--- src/rtl/fcmp_vec.sv ---
// Vector floating-point compare / min / max, NUM_LANES lanes, two-stage pipeline
// with valid/ready flow control. Stage 1 classifies operands, stage 2 selects results.
module fcmp_vec #(
    parameter int EXPWIDTH  = 8,
    parameter int PRECISION = 24,
    parameter int NUM_LANES = 4,
    parameter int TAG_WIDTH = 8
) (
    input  logic                                          clk,
    input  logic                                          rst_n,
    input  logic                                          in_valid_i,
    output logic                                          in_ready_o,
    input  logic [2:0]                                    op_i,
    input  logic [NUM_LANES*(EXPWIDTH+PRECISION)-1:0]     a_i,
    input  logic [NUM_LANES*(EXPWIDTH+PRECISION)-1:0]     b_i,
    input  logic [NUM_LANES-1:0]                          mask_i,
    input  logic [TAG_WIDTH-1:0]                          tag_i,
    output logic                                          out_valid_o,
    input  logic                                          out_ready_i,
    output logic [NUM_LANES*(EXPWIDTH+PRECISION)-1:0]     result_o,
    output logic [4:0]                                    fflags_o,
    output logic [NUM_LANES-1:0]                          mask_o,
    output logic [TAG_WIDTH-1:0]                          tag_o
);

    localparam int W  = EXPWIDTH + PRECISION;
    localparam int FW = PRECISION - 1;
    localparam int VW = NUM_LANES * W;

    localparam logic [2:0] OP_FEQ  = 3'd0;
    localparam logic [2:0] OP_FNE  = 3'd1;
    localparam logic [2:0] OP_FLE  = 3'd2;
    localparam logic [2:0] OP_FLT  = 3'd3;
    localparam logic [2:0] OP_FMAX = 3'd4;
    localparam logic [2:0] OP_FMIN = 3'd5;

    localparam logic [W-1:0] CANON_NAN = {1'b0, {EXPWIDTH{1'b1}}, 1'b1, {(PRECISION-2){1'b0}}};

    logic                 v1, v2;
    logic                 adv2;

    logic [NUM_LANES-1:0] eq_c, lt_c, le_c, tlt_c, anan_c, bnan_c, asnan_c, bsnan_c;

    logic [NUM_LANES-1:0] s1_eq, s1_lt, s1_le, s1_tlt;
    logic [NUM_LANES-1:0] s1_anan, s1_bnan, s1_asnan, s1_bsnan;
    logic [VW-1:0]        s1_a, s1_b;
    logic [2:0]           s1_op;
    logic [NUM_LANES-1:0] s1_mask;
    logic [TAG_WIDTH-1:0] s1_tag;

    logic [VW-1:0]        res_c;
    logic                 nv_c;

    assign in_ready_o  = !(v1 && v2 && !out_ready_i);
    assign adv2        = v1 && !(v2 && !out_ready_i);
    assign out_valid_o = v2;

    // tlt is a total order on non-NaN values where -0 < +0; lt/eq treat the zeros as equal.
    for (genvar k = 0; k < NUM_LANES; k++) begin : g_lane
        logic [W-1:0]        a, b;
        logic [W-2:0]        a_mag, b_mag;
        logic [EXPWIDTH-1:0] a_exp, b_exp;
        logic [FW-1:0]       a_frac, b_frac;
        logic                both_zero, any_nan, tlt;

        assign a      = a_i[k*W +: W];
        assign b      = b_i[k*W +: W];
        assign a_mag  = a[W-2:0];
        assign b_mag  = b[W-2:0];
        assign a_exp  = a[W-2 -: EXPWIDTH];
        assign b_exp  = b[W-2 -: EXPWIDTH];
        assign a_frac = a[FW-1:0];
        assign b_frac = b[FW-1:0];

        assign anan_c[k]  = (&a_exp) && (|a_frac);
        assign bnan_c[k]  = (&b_exp) && (|b_frac);
        assign asnan_c[k] = anan_c[k] && !a_frac[FW-1];
        assign bsnan_c[k] = bnan_c[k] && !b_frac[FW-1];

        assign both_zero = (a_mag == '0) && (b_mag == '0);
        assign any_nan   = anan_c[k] || bnan_c[k];
        assign tlt       = (a[W-1] != b[W-1]) ? a[W-1] :
                           (a[W-1] ? (a_mag > b_mag) : (a_mag < b_mag));

        assign tlt_c[k] = tlt;
        assign eq_c[k]  = !any_nan && ((a == b) || both_zero);
        assign lt_c[k]  = !any_nan && tlt && !both_zero;
        assign le_c[k]  = lt_c[k] || eq_c[k];
    end

    always_comb begin
        res_c = '0;
        nv_c  = 1'b0;
        for (int k = 0; k < NUM_LANES; k++) begin
            if (s1_mask[k]) begin
                case (s1_op)
                    OP_FEQ: begin
                        res_c[k*W +: W] = W'(s1_eq[k]);
                        nv_c = nv_c | s1_asnan[k] | s1_bsnan[k];
                    end
                    OP_FNE: begin
                        res_c[k*W +: W] = W'(!s1_eq[k]);
                        nv_c = nv_c | s1_asnan[k] | s1_bsnan[k];
                    end
                    OP_FLE: begin
                        res_c[k*W +: W] = W'(s1_le[k]);
                        nv_c = nv_c | s1_anan[k] | s1_bnan[k];
                    end
                    OP_FLT: begin
                        res_c[k*W +: W] = W'(s1_lt[k]);
                        nv_c = nv_c | s1_anan[k] | s1_bnan[k];
                    end
                    OP_FMAX, OP_FMIN: begin
                        if (s1_anan[k] && s1_bnan[k])
                            res_c[k*W +: W] = CANON_NAN;
                        else if (s1_anan[k])
                            res_c[k*W +: W] = s1_b[k*W +: W];
                        else if (s1_bnan[k])
                            res_c[k*W +: W] = s1_a[k*W +: W];
                        else if (s1_tlt[k] ^ (s1_op == OP_FMIN))
                            res_c[k*W +: W] = s1_b[k*W +: W];
                        else
                            res_c[k*W +: W] = s1_a[k*W +: W];
                        nv_c = nv_c | s1_asnan[k] | s1_bsnan[k];
                    end
                    default: ;
                endcase
            end
        end
    end

    always_ff @(posedge clk or negedge rst_n) begin
        if (!rst_n) begin
            v1        <= 1'b0;
            v2        <= 1'b0;
            s1_eq     <= '0;
            s1_lt     <= '0;
            s1_le     <= '0;
            s1_tlt    <= '0;
            s1_anan   <= '0;
            s1_bnan   <= '0;
            s1_asnan  <= '0;
            s1_bsnan  <= '0;
            s1_a      <= '0;
            s1_b      <= '0;
            s1_op     <= '0;
            s1_mask   <= '0;
            s1_tag    <= '0;
            result_o  <= '0;
            fflags_o  <= '0;
            mask_o    <= '0;
            tag_o     <= '0;
        end else begin
            if (in_ready_o) begin
                v1 <= in_valid_i;
                if (in_valid_i) begin
                    s1_eq    <= eq_c;
                    s1_lt    <= lt_c;
                    s1_le    <= le_c;
                    s1_tlt   <= tlt_c;
                    s1_anan  <= anan_c;
                    s1_bnan  <= bnan_c;
                    s1_asnan <= asnan_c;
                    s1_bsnan <= bsnan_c;
                    s1_a     <= a_i;
                    s1_b     <= b_i;
                    s1_op    <= op_i;
                    s1_mask  <= mask_i;
                    s1_tag   <= tag_i;
                end
            end
            if (adv2) begin
                v2       <= 1'b1;
                result_o <= res_c;
                fflags_o <= {nv_c, 4'b0000};
                mask_o   <= s1_mask;
                tag_o    <= s1_tag;
            end else if (out_ready_i) begin
                v2 <= 1'b0;
            end
        end
    end

endmodule
--- config.mk ---
export PLATFORM = sky130hd
export DESIGN_NAME = fcmp_vec
export DESIGN_NICKNAME = d
export VERILOG_FILES = /design/src/rtl/fcmp_vec.sv
export SDC_FILE = /design/constraint.sdc
export NUM_CORES = 1
export LEC_CHECK = 0
export BUFFER_PORTS_ARGS = -buffer_cell sky130_fd_sc_hd__clkbuf_2
export CELL_PAD_IN_SITES_DETAIL_PLACEMENT = 1
export CELL_PAD_IN_SITES_GLOBAL_PLACEMENT = 1
export CORE_MARGIN = 5
export CORE_UTILIZATION = 42
export DETAILED_ROUTE_END_ITERATION = 10
export PLACE_DENSITY = 0.77
export SLEW_MARGIN = 5
export SYNTH_ARGS = -nofsm -noshare
export SYNTH_HDL_FRONTEND = slang
export SYNTH_SLANG_ARGS = --single-unit
--- constraint.sdc ---
create_clock -name clk -period 2.9 [get_ports clk]
set_clock_uncertainty 0.15 [all_clocks]
set_input_delay 0.145 -clock clk [delete_from_list [all_inputs] [get_ports clk]]
set_output_delay 0.145 -clock clk [all_outputs]
set_load 0.01 [all_outputs]
## Yosys cells after proc, flatten, opt, wreduce, memory -nomap -nowiden

Index checks and enable logic that the tools add are counted.
W data, S select, Z words.

- Register bits after elaboration: 446
- Input bits: 275
- Output and inout port bits: 147

- Order comparisons: 8
- Equal/unequal tests: 13
- Bitwise logic cells: 19
- Reductions and logical operators: 105
- Mux-type cells: 42

Operators with widths:

| operator | count |
|---|---|
| $mux W32 | 20 |
| $pmux W32 S5 | 4 |
| $logic_not A31 Y1 | 8 |
| $reduce_or A23 Y1 | 8 |
| $eq A32 B32 Y1 | 4 |
| $gt A31 B31 Y1 | 4 |
| $lt A31 B31 Y1 | 4 |
| $reduce_and A8 Y1 | 8 |
| $logic_and A1 B1 Y1 | 40 |
| $logic_not A1 Y1 | 23 |
| $mux W1 | 14 |
| $or A1 B1 Y1 | 14 |
| $logic_or A1 B1 Y1 | 12 |
| $pmux W1 S2 | 4 |
| $eq A3 B2 Y1 const B | 2 |
| $eq A3 B3 Y1 const B | 2 |
| $ne A1 B1 Y1 | 4 |
| $reduce_or A2 Y1 | 2 |
| $reduce_or A4 Y1 | 1 |
| $xor A1 B1 Y1 | 4 |
| $eq A3 B1 Y1 const B | 1 |
| $logic_not A3 Y1 | 1 |
| $reduce_and A2 Y1 | 1 |
| $reduce_bool A2 Y1 | 1 |
| $not A1 Y1 | 1 |

## Depth between registers and ports, before layout

- Depth after elaboration: 16
- Depth in mapped cells: 9
- Gate-level depth less buffers: 9

## Worst setup path after synthesis

OpenSTA, ideal clock, no wires.

- Path kind: input-to-reg
- Start point: in b_i[125]
- End point: reg s1_le[3]
- Setup slack: 0.520 ns
- Buffers on the path: 0
- Library setup time: 0.126 ns
- Stages on the path: 9
- Data arrival time: 2.104 ns
- Data required time: 2.624 ns
- Path through: inv_1 ha_1 nand4_2 nor4_2 nand4_1 nor4_2 nor2_1 o32a_1 a221o_1

- Word-level cells in the longest chain between the ends: 7
- Elaborated cells on any way between the ends: 17

Ends and longest elaborated chain:

| what | RTL line | source |
|---|---|---|
| start, declared | 15 | `input logic [NUM_LANES*(EXPWIDTH+PRECISION)-1:0] b_i,` |
| parallel branches: the longest is 6 deep, another holds $lt A31 B31 Y1 | -- |  |
| $logic_or A1 B1 Y1 * | 88 | `assign le_c[k] = lt_c[k] \|\| eq_c[k];` |
| end signal, assigned | 159 | `s1_le <= le_c;` |
| end, declared | 44 | `logic [NUM_LANES-1:0] s1_eq, s1_lt, s1_le, s1_tlt;` |

Every way passes the cells marked *.
A chain may end at the register's enable or synchronous reset.

## Worst setup path after layout

- Start point: reg v2 (netlist: out_valid_o)
- End point: reg result_o[10]

- Word-level cells in the longest chain between the ends: 3

Ends and longest elaborated chain:

| what | RTL line | source |
|---|---|---|
| start, declared | 39 | `logic v1, v2;` |
| start signal, assigned | 135 | `v2 <= 1'b0;` |
| start signal, assigned | 173 | `v2 <= 1'b1;` |
| start signal, assigned | 179 | `v2 <= 1'b0;` |
| $logic_and A1 B1 Y1 | 55 | `assign adv2 = v1 && !(v2 && !out_ready_i);` |
| $logic_not A1 Y1 | 55 |  |
| $logic_and A1 B1 Y1 | 55 |  |
| end signal, assigned | 174 | `result_o <= res_c;` |
| end, declared | 20 | `output logic [NUM_LANES*(EXPWIDTH+PRECISION)-1:0] result_o,` |

No other way between the ends.

==> metrics <==
EDFF count, synth 0; setup total negative slack 0 ns; antenna-violating nets left 0; CTS Buf Count between 50 and 60; starting density of the core 42.5%; Max Cap Violations 0; status finished clean; Crit-path slowest cell and3_1; vias post-DR 21400; most frequent CP cell buf_4; Cell Area, Placed approximately 25000 um2; Power Density 602 nW/um2; crit path DAT ~3.1 ns; Critical Path Fanout Max 22; #FFs+latches synth 446; WL per Instance about 23 um; slowest cell delay on critical path about 0.50 ns; total wire length around 88000 um; Clk pin slew, worst setup/hold paths roughly 0.060 ns; period utilization between 90% and 100%; CP Launch Type flip-flop; P_leak approximately 15 nW; synthesized area between 20000 and 25000 um2; first-pass GRT wire length between 100000 and 150000 um; CP endpoint kind flip-flop; clk buf depth 3; FF-to-FF Start out_valid_o; dpl ws approximately 0.052 ns; CTS tree done; Gate Count Post-Synth roughly 2400; nets@finish approximately 3500; grt ovf 0; worst skew pair latency ~0.59 ns; FP Rows 83; Final WS setup 0.0868 ns; Yosys Warn Count 0; post-synth top area cell dfrtp_1; number of global-route vias before repair 24000; Final Cell Area just under 30000 um2; RSZ-0062 raised after global routing false; Slew HR 45.9%; largest net degree at the start of global routing around 130; Die Wd approximately 240 um; critical path class flip-flop to flip-flop; top-count cell post-synth nand2_1; Die Area between 50000 and 60000 um2; beginning of the critical path out_valid_o; post-synth top area share approximately 51%; DRC 0; final core occ between 50% and 60%; most frequent cells after synthesis 799 x nand2_1, 446 x dfrtp_1, 259 x o21ai_0; Yosys cell types between 50 and 60; Setup violations, final 0; Die Ht 238 um; Worst IR Drop VDD 0.000586 V; CORE AREA 51500 um2; Placer Congestion about 0.90; Layout area overhead 35.1%; Async SR Flop Fraction between 90% and 100%; Detailed Route Iter0 Violations roughly 1200; worst slew pin tran ~0.81 ns; DP Wirelength between 50000 and 60000 um; share of cells above drive strength 1 between 10% and 20%; clk sinks approximately 450; root buffer selected by CTS clkbuf_16; Synth Area per Inst roughly 9.1 um2; hold violation count in the final report 0; min cycle time layout roughly 2.8 ns; Seq/Total Area, Yosys 51.0%; Total Routing Usage GR 30.3%; critical-path cell list nand2b_1 -> and2_1 -> buf_4 -> and3_1 -> nand2_1 -> buf_4 -> o21ai_0; max-slew violations 0; data required time of the worst path about 3.2 ns; Main synth FF type dfrtp_1; H-tree depth 2; Pre-antenna DRT Iters 5; Via-to-Cell Ratio about 5.6; HP Class input port to asynchronous set/reset pin; io pins ~420; fmax ~360 MHz; synth top area cells dfrtp_1 51%, nand2_1 14%, ha_1 7.1%; initial antenna violation count 12; PortBufs ~420
flip-flops by register name (all words and copies together), names as in the netlist, 8 cells and up:
signal,flops
s1_a,128
result_o,128
s1_b,128
s1_tag,8
tag_o,8
cells by family after synthesis:
group	count (synthesis)	share of synthesized area, %
muxes	135	6.19
xor gates and xnor gates	12	0.480
adders and majority gates	124	7.09
DFF	446	51.0
AOI/OAI and AO/OA	415	11.2
and+or+nand+nor	1016	19.6
other	1	0.0171
buffers and inverters	252	4.47
routing by layer:
metal	vias up	global-route usage, %	routed length, um
met5	-	0	0
met4	0	14.9	4820
met3	336	5.00	4890
met2	847	52.8	44000
met1	10600	36.4	34600
li1	9547	-	-
cell usage in the layout (no fill, tap or decap), drive strengths merged, types with 13 or more instances in the layout:
master       count
nor3            18
nand2          800
dlygate4sd3    290
clkinv          14
a22o            36
clkbuf         489
nand4           44
mux2i          132
diode           13
dfrtp          446
nor2            30
nand3           21
nor4            60
o21ai          259
a21oi           43
buf             51
inv            132
ha             124
cell type report:
class | instances | area [um2]
Fill cell | 5940 | 21900
Sequential cell | 446 | 11200
Multi-Input combinational cell | 1706 | 9830
Timing Repair Buffer | 757 | 5530
Clock buffer | 73 | 1520
Tap cell | 680 | 851
Inverter | 131 | 492
Clock inverter | 18 | 146
Antenna cell | 13 | 32.5
critical path: cells and delay by family, from the launching register on:
| kind | cells | cell delay (ns) |
|---|---|---|
| AND/OR/NAND/NOR | 4 | 1.13 |
| buffers and inverters | 2 | 0.52 |
| AO/OA/AOI/OAI | 1 | 0.43 |
| flip-flops | 1 | 0.40 |
per-stage QoR:
step	hold slack [ns]	cells	total power, W
2_1_floorplan	-0.301	2404	0.00934
3_3_place_gp	0.0788	3429	0.0107
3_5_place_dp	0.0862	3429	0.0109
4_1_cts	0.0374	3810	0.0177
5_1_grt	0.0884	3823	0.0186
6_report	0.0169	3824	0.0178
power breakdown:
group	total [W]	internal (W)	switching, W	leakage (nW)
Sequential	0.00741	0.00693	0.000482	5.70
Combinational	0.00385	0.00159	0.00226	8.84
Clock	0.00653	0.00381	0.00273	0.837
worst paths after layout:
kind | endpoint | slack (ns) | cells after the start
max reg2reg | result_o[10] | 0.09 | 7
min in group clk | s1_tag[6] | 0.16 | 4
max in group asynchronous | result_o[74] | 1.64 | 3
max | result_o[10] | 0.09 | 7
min reg2reg | tag_o[0] | 0.31 | 2
min | result_o[75] | 0.02 | 2
repair_timing:
| action | CTS | global route |
|---|---|---|
| buffers inserted | 0 | 1 |
| setup endpoints to repair | 0 | 10 |
| hold endpoints to repair | 419 | 0 |
| hold buffers | 290 | 0 |
| gates resized for setup | 0 | 3 |
No activity file was read; power rests on OpenSTA's default activity.
